### src/rtl/ham_decoder.sv
// rtl/ham_decoder.sv - Hamming(7,4) single-error-correcting decoder with registered outputs
// and a saturating counter of corrected codewords.
module ham_decoder #(
  parameter int CNT_W = 8
) (
  input  logic             clk,
  input  logic             rst_n,
  input  logic             in_valid,
  input  logic [6:0]       enc_ham_data,
  output logic [3:0]       data,
  output logic [2:0]       pos_error,
  output logic             error,
  output logic             out_valid,
  output logic [CNT_W-1:0] err_count
);

  logic [2:0] syndrome;
  logic [6:0] flip_mask;
  logic [6:0] corrected;
  logic       cnt_full;

  // Bit i-1 of the word is Hamming position i, so each syndrome bit covers
  // the positions whose index has that binary weight set.
  always_comb begin
    syndrome[0] = enc_ham_data[0] ^ enc_ham_data[2] ^ enc_ham_data[4] ^ enc_ham_data[6];
    syndrome[1] = enc_ham_data[1] ^ enc_ham_data[2] ^ enc_ham_data[5] ^ enc_ham_data[6];
    syndrome[2] = enc_ham_data[3] ^ enc_ham_data[4] ^ enc_ham_data[5] ^ enc_ham_data[6];
    for (int i = 0; i < 7; i++) begin
      flip_mask[i] = (syndrome == 3'(i + 1));
    end
    corrected = enc_ham_data ^ flip_mask;
  end

  assign cnt_full = (err_count == {CNT_W{1'b1}});

  always_ff @(posedge clk or negedge rst_n) begin
    if (!rst_n) begin
      data      <= 4'd0;
      pos_error <= 3'd0;
      error     <= 1'b0;
      out_valid <= 1'b0;
      err_count <= '0;
    end else begin
      out_valid <= in_valid;
      if (in_valid) begin
        data      <= {corrected[6], corrected[5], corrected[4], corrected[2]};
        pos_error <= syndrome;
        error     <= |syndrome;
        if (|syndrome && !cnt_full) begin
          err_count <= err_count + CNT_W'(1);
        end
      end
    end
  end

endmodule

### config.mk
export PLATFORM = sky130hd
export DESIGN_NAME = ham_decoder
export DESIGN_NICKNAME = d
export VERILOG_FILES = /design/src/rtl/ham_decoder.sv
export SDC_FILE = /design/constraint.sdc
export NUM_CORES = 1
export LEC_CHECK = 0
export ABC_AREA = 1
export BUFFER_PORTS_ARGS = -buffer_cell sky130_fd_sc_hd__buf_2
export CAP_MARGIN = 20
export CORE_MARGIN = 5
export CORE_UTILIZATION = 46
export CTS_CLUSTER_SIZE = 8
export DETAILED_ROUTE_END_ITERATION = 6
export PLACE_DENSITY = 0.72
export SLEW_MARGIN = 20
export SYNTH_ARGS = -nofsm -noshare
export SYNTH_HDL_FRONTEND = slang
export SYNTH_SLANG_ARGS = --single-unit
### constraint.sdc
create_clock -name clk -period 1.4 [get_ports clk]
set_input_delay 0.28 -clock clk [delete_from_list [all_inputs] [get_ports clk]]
set_output_delay 0.28 -clock clk [all_outputs]
set_load 0.03 [all_outputs]
======== After elaboration in Yosys (flattened, before gate mapping) ========
Cells that the tools add are included.
word-level totals
  register bits ........................... 17
  output and inout port bits .............. 17
  logic and storage cells ................. 28
  input port bits ......................... 10
cells by class
  bitwise operators ....................... 10
  eq/ne operators ......................... 8
  add/subtract/negate cells ............... 1
  reduce and logical (&&, ||, !) cells .... 4
operators with widths
  kind                                                                    count
  3-bit equality test (second input constant)                             4
  1-bit XOR                                                               9
  8-bit by 1-bit adder with 8-bit output (second input constant)          1
  8-bit equality test (second input constant)                             1
  7-bit XOR                                                               1
  3-bit by 2-bit equality test with 1-bit output (second input constant)  2
  3-bit by 1-bit equality test with 1-bit output (second input constant)  1
  3-bit OR reduction                                                      1
  2-bit AND reduction                                                     1
  1-bit logical AND                                                       1
  1-bit zero test                                                         1

======== Logic depth before layout (Yosys ltp) ========
  depth after elaboration ................. 6
  mapped depth ............................ 10
  gate-level depth less buffers ........... 10

======== Worst setup path before layout ========
No wires, ideal clock.
  path kind ............................... register to register
  from .................................... register err_count[0]
  to ...................................... register err_count[6]
  path buffers ............................ 0
  cell stages (with the launch flop) ...... 8
  required time ........................... 1.334 ns
  setup slack ............................. -0.208 ns
  clock period less this slack ............ 1.608 ns
  library setup time ...................... 0.066 ns
  arrival time ............................ 1.541 ns
  path through ............................ dfrtp_1 ha_1 nand3_1 nor2_1 nand3_2 nand3_4 nand2_1 nand2_1
on the way
  cells in the longest elaborated chain, start to end .. 4
  elaborated cells between the ends (all ways) .. 5
  classes of those cells .................. add/sub: 1; eq/ne: 1; reduce/logical: 3
RTL lines
  what                                                                                            RTL line  text
  from (decl)                                                                                     14        output logic [CNT_W-1:0] err_count
  from (signal assigned)                                                                          50        err_count <= err_count + CNT_W'(1);
  parallel branches: the longest is 4 deep, another holds 8-bit by 1-bit adder with 8-bit output  -
Parallel ways; which one is timed is not known.
A chain may end at the register's enable or synchronous reset.

======== Final worst setup path ========
  from .................................... register err_count[6]
  to ...................................... output port err_count[6]
No word-level cell between the ends.

==> run metrics <==
Yosys Warn Count 0; drt total wl around 2700 um; CTS Buf Count 3; synthesis-stage register bit count 17; Seq/Total Area, Yosys 0.3991; slew of the pin with the lowest slew margin 0.3933 ns; DP Cell Count 209; slowest CP cell dfrtp_1; Skew-Pair Late Insertion Delay between 0.2 and 0.3 ns; DR vias/cell 5.130; worst hold slack about 0.22 ns; Worst Path Arrival 1.06 ns; endpoints failing setup 0; vias in the first global route ~1100; Total Routing Usage GR 0.1689; min Tclk post-route roughly 1.3 ns; DR vias 1108; Max FO, Critical Path 6; setup ws final 0.05561 ns; Area growth, synth to finish 29.93%; status complete, no violations; Setup CP Type flip-flop to output pin; post-route cell area 1385 sq um; worst hold-check path type primary input to flip-flop; CP endpoint kind output pin; WP buf/inv 1; Post-Syn Instances 150; first-pass GRT wire length 4464 um; maximum clock rate 743.8 MHz; Sink Count 17; row cnt 17; die area 3380 sq um; PwrDens 1240 nW/um^2; count of cell types in the netlist 18; Final TNS setup 0 ns; CP top delay family flip-flops; Cell Area, Placed between 1000 and 1500 sq um; initial antenna violation count 0; fin. max-slew vios 0; grt ovf 0; Max-Cap Viols 0; Leak 0.7750 nW; initial core utilization 0.4819; routed len/inst 12.42 um; Worst R2R Setup Slack 0.07 ns; pre-CTS setup slack -0.04955 ns; root buffer cell clkbuf_4; worst rel slew slack 0.7378; CORE AREA 2212 sq um; layout cells sized above 1 0.2872; pin count of the biggest net entering global routing 18; total power 1.717 mW; die height ~58 um; Syn Nets 161; Port Buffers 26; diode count 0; Routed Antenna Nets 0; IO Pins 27; Die Wd 58.14 um; Clock Tree Buf Depth 2; Finished Core Util 0.6261; GP Congestion 0.7821; syn avg cell area 7.107 sq um; Fillers 203; DP HPWL around 2000 um; slowest stage delay, CP 0.51 ns; H-tree depth 1; # DRC 0; CP Data Required Time 1.12 ns; multi-input logic area 633.1 sq um; fin cells 216; Critical Path Source Type flip-flop; Syn Std Cell Area 1066 sq um; CTS tree yes; worst path cell trace buf_2; drt first-iter violations 20; DR pass1 iterations 4; clk_skew 0.002890 ns; Hold Fails Final Rpt 0; Max IR drop VDD 0.7673 mV; clk slew on worst S/H paths 0.10 ns; Register Area between 400 and 500 sq um; fin crit share 0.9603; Final #Nets 200
==> cell families (layout without fill, tap and decap cells) <==
family / count (synthesis) / in the layout / share of synthesized area
flip-flops: 17 / 17 / 0.3991
AO/OA/AOI/OAI: 4 / 4 / 0.01878
XOR/XNOR: 8 / 8 / 0.06572
adder cells (fa/ha/maj): 1 / 1 / 0.01174
buffers and inverters: 15 / 52 / 0.05398
AND/OR/NAND/NOR: 105 / 106 / 0.4507
==> synth_stat cells <==
cell / number / area [sq um]
xor2_1: 4 / 35.03
o21ai_0: 4 / 20.02
inv_2: 3 / 11.26
dfrtp_1: 17 / 425.4
xnor2_1: 4 / 35.03
clkbuf_1: 1 / 3.750
nand3_1: 8 / 40.04
ha_1: 1 / 12.51
nand3_4: 2 / 35.03
nand3_2: 1 / 10.01
nor2_1: 6 / 22.52
nand4_1: 11 / 68.82
inv_1: 9 / 33.78
buf_1: 1 / 3.750
clkinv_2: 1 / 5.000
nor2_4: 1 / 11.26
nand2_2: 3 / 18.77
nand2_1: 73 / 274.0
==> cell type report <==
cell class,instances,area share
multi-input combinational,119,0.4571
sequential,17,0.3089
timing repair buffer,35,0.1536
inverter,13,0.03613
tap,28,0.02529
clock buffer,4,0.01897
==> state kept, by name, indices dropped and copies added (netlist names) <==
register and count:
pos_error 3, error 1, err_count 8, data 4, out_valid 1
==> power by group <==
group,internal [mW],switching (mW),total [mW],leakage (nW)
Clock,0.111,0.160,0.271,0.0150
Combinational,0.273,0.461,0.733,0.549
Sequential,0.587,0.126,0.713,0.211
==> worst paths after layout <==
| check | cells after the start | startpoint | to |
|---|---|---|---|
| worst min register to register | 2 | data[3] | data[3] |
| max in group asynchronous | 2 | rst_n | err_count[1] |
| worst min-delay path | 1 | in_valid | out_valid |
| worst max-delay path | 1 | err_count[6] | err_count[6] |
| min in group asynchronous | 2 | rst_n | err_count[6] |
| worst max register to register | 7 | err_count[1] | err_count[4] |
==> metal layers <==
metal / vias up / global-route usage / share of wire
met5: - / 0 / 0
met4: 0 / 0.06623 / 0.0089
met1: 513 / 0.2224 / 0.46
li1: 561 / - / -
met3: 4 / 0.03786 / 0.057
met2: 30 / 0.2677 / 0.48
==> placed cells by master, fill, tap and decap left out, types with 2 or more instances in the layout <==
cell | synthesis | final
nand2_1 | 73 | 73
buf_2 | 0 | 26
dfrtp_1 | 17 | 15
nand4_1 | 11 | 11
inv_1 | 9 | 9
nand3_1 | 8 | 7
buf_4 | 0 | 7
nor2_1 | 6 | 5
nand3_4 | 2 | 4
xor2_1 | 4 | 4
xnor2_1 | 4 | 4
o21ai_0 | 4 | 4
inv_2 | 3 | 3
nand2_2 | 3 | 3
clkbuf_4 | 0 | 3
nor2_4 | 1 | 2
dfrtp_2 | 0 | 2
==> repair_timing <==
action,in CTS,in global routing
cloned,0,1
setup buffers,0,1
endpoints found under the hold margin,17,0
setup endpoints to repair,8,8
hold buffers,1,0
pin swaps,0,2
resized for setup,1,1
(Power assumes the default switching activity.)
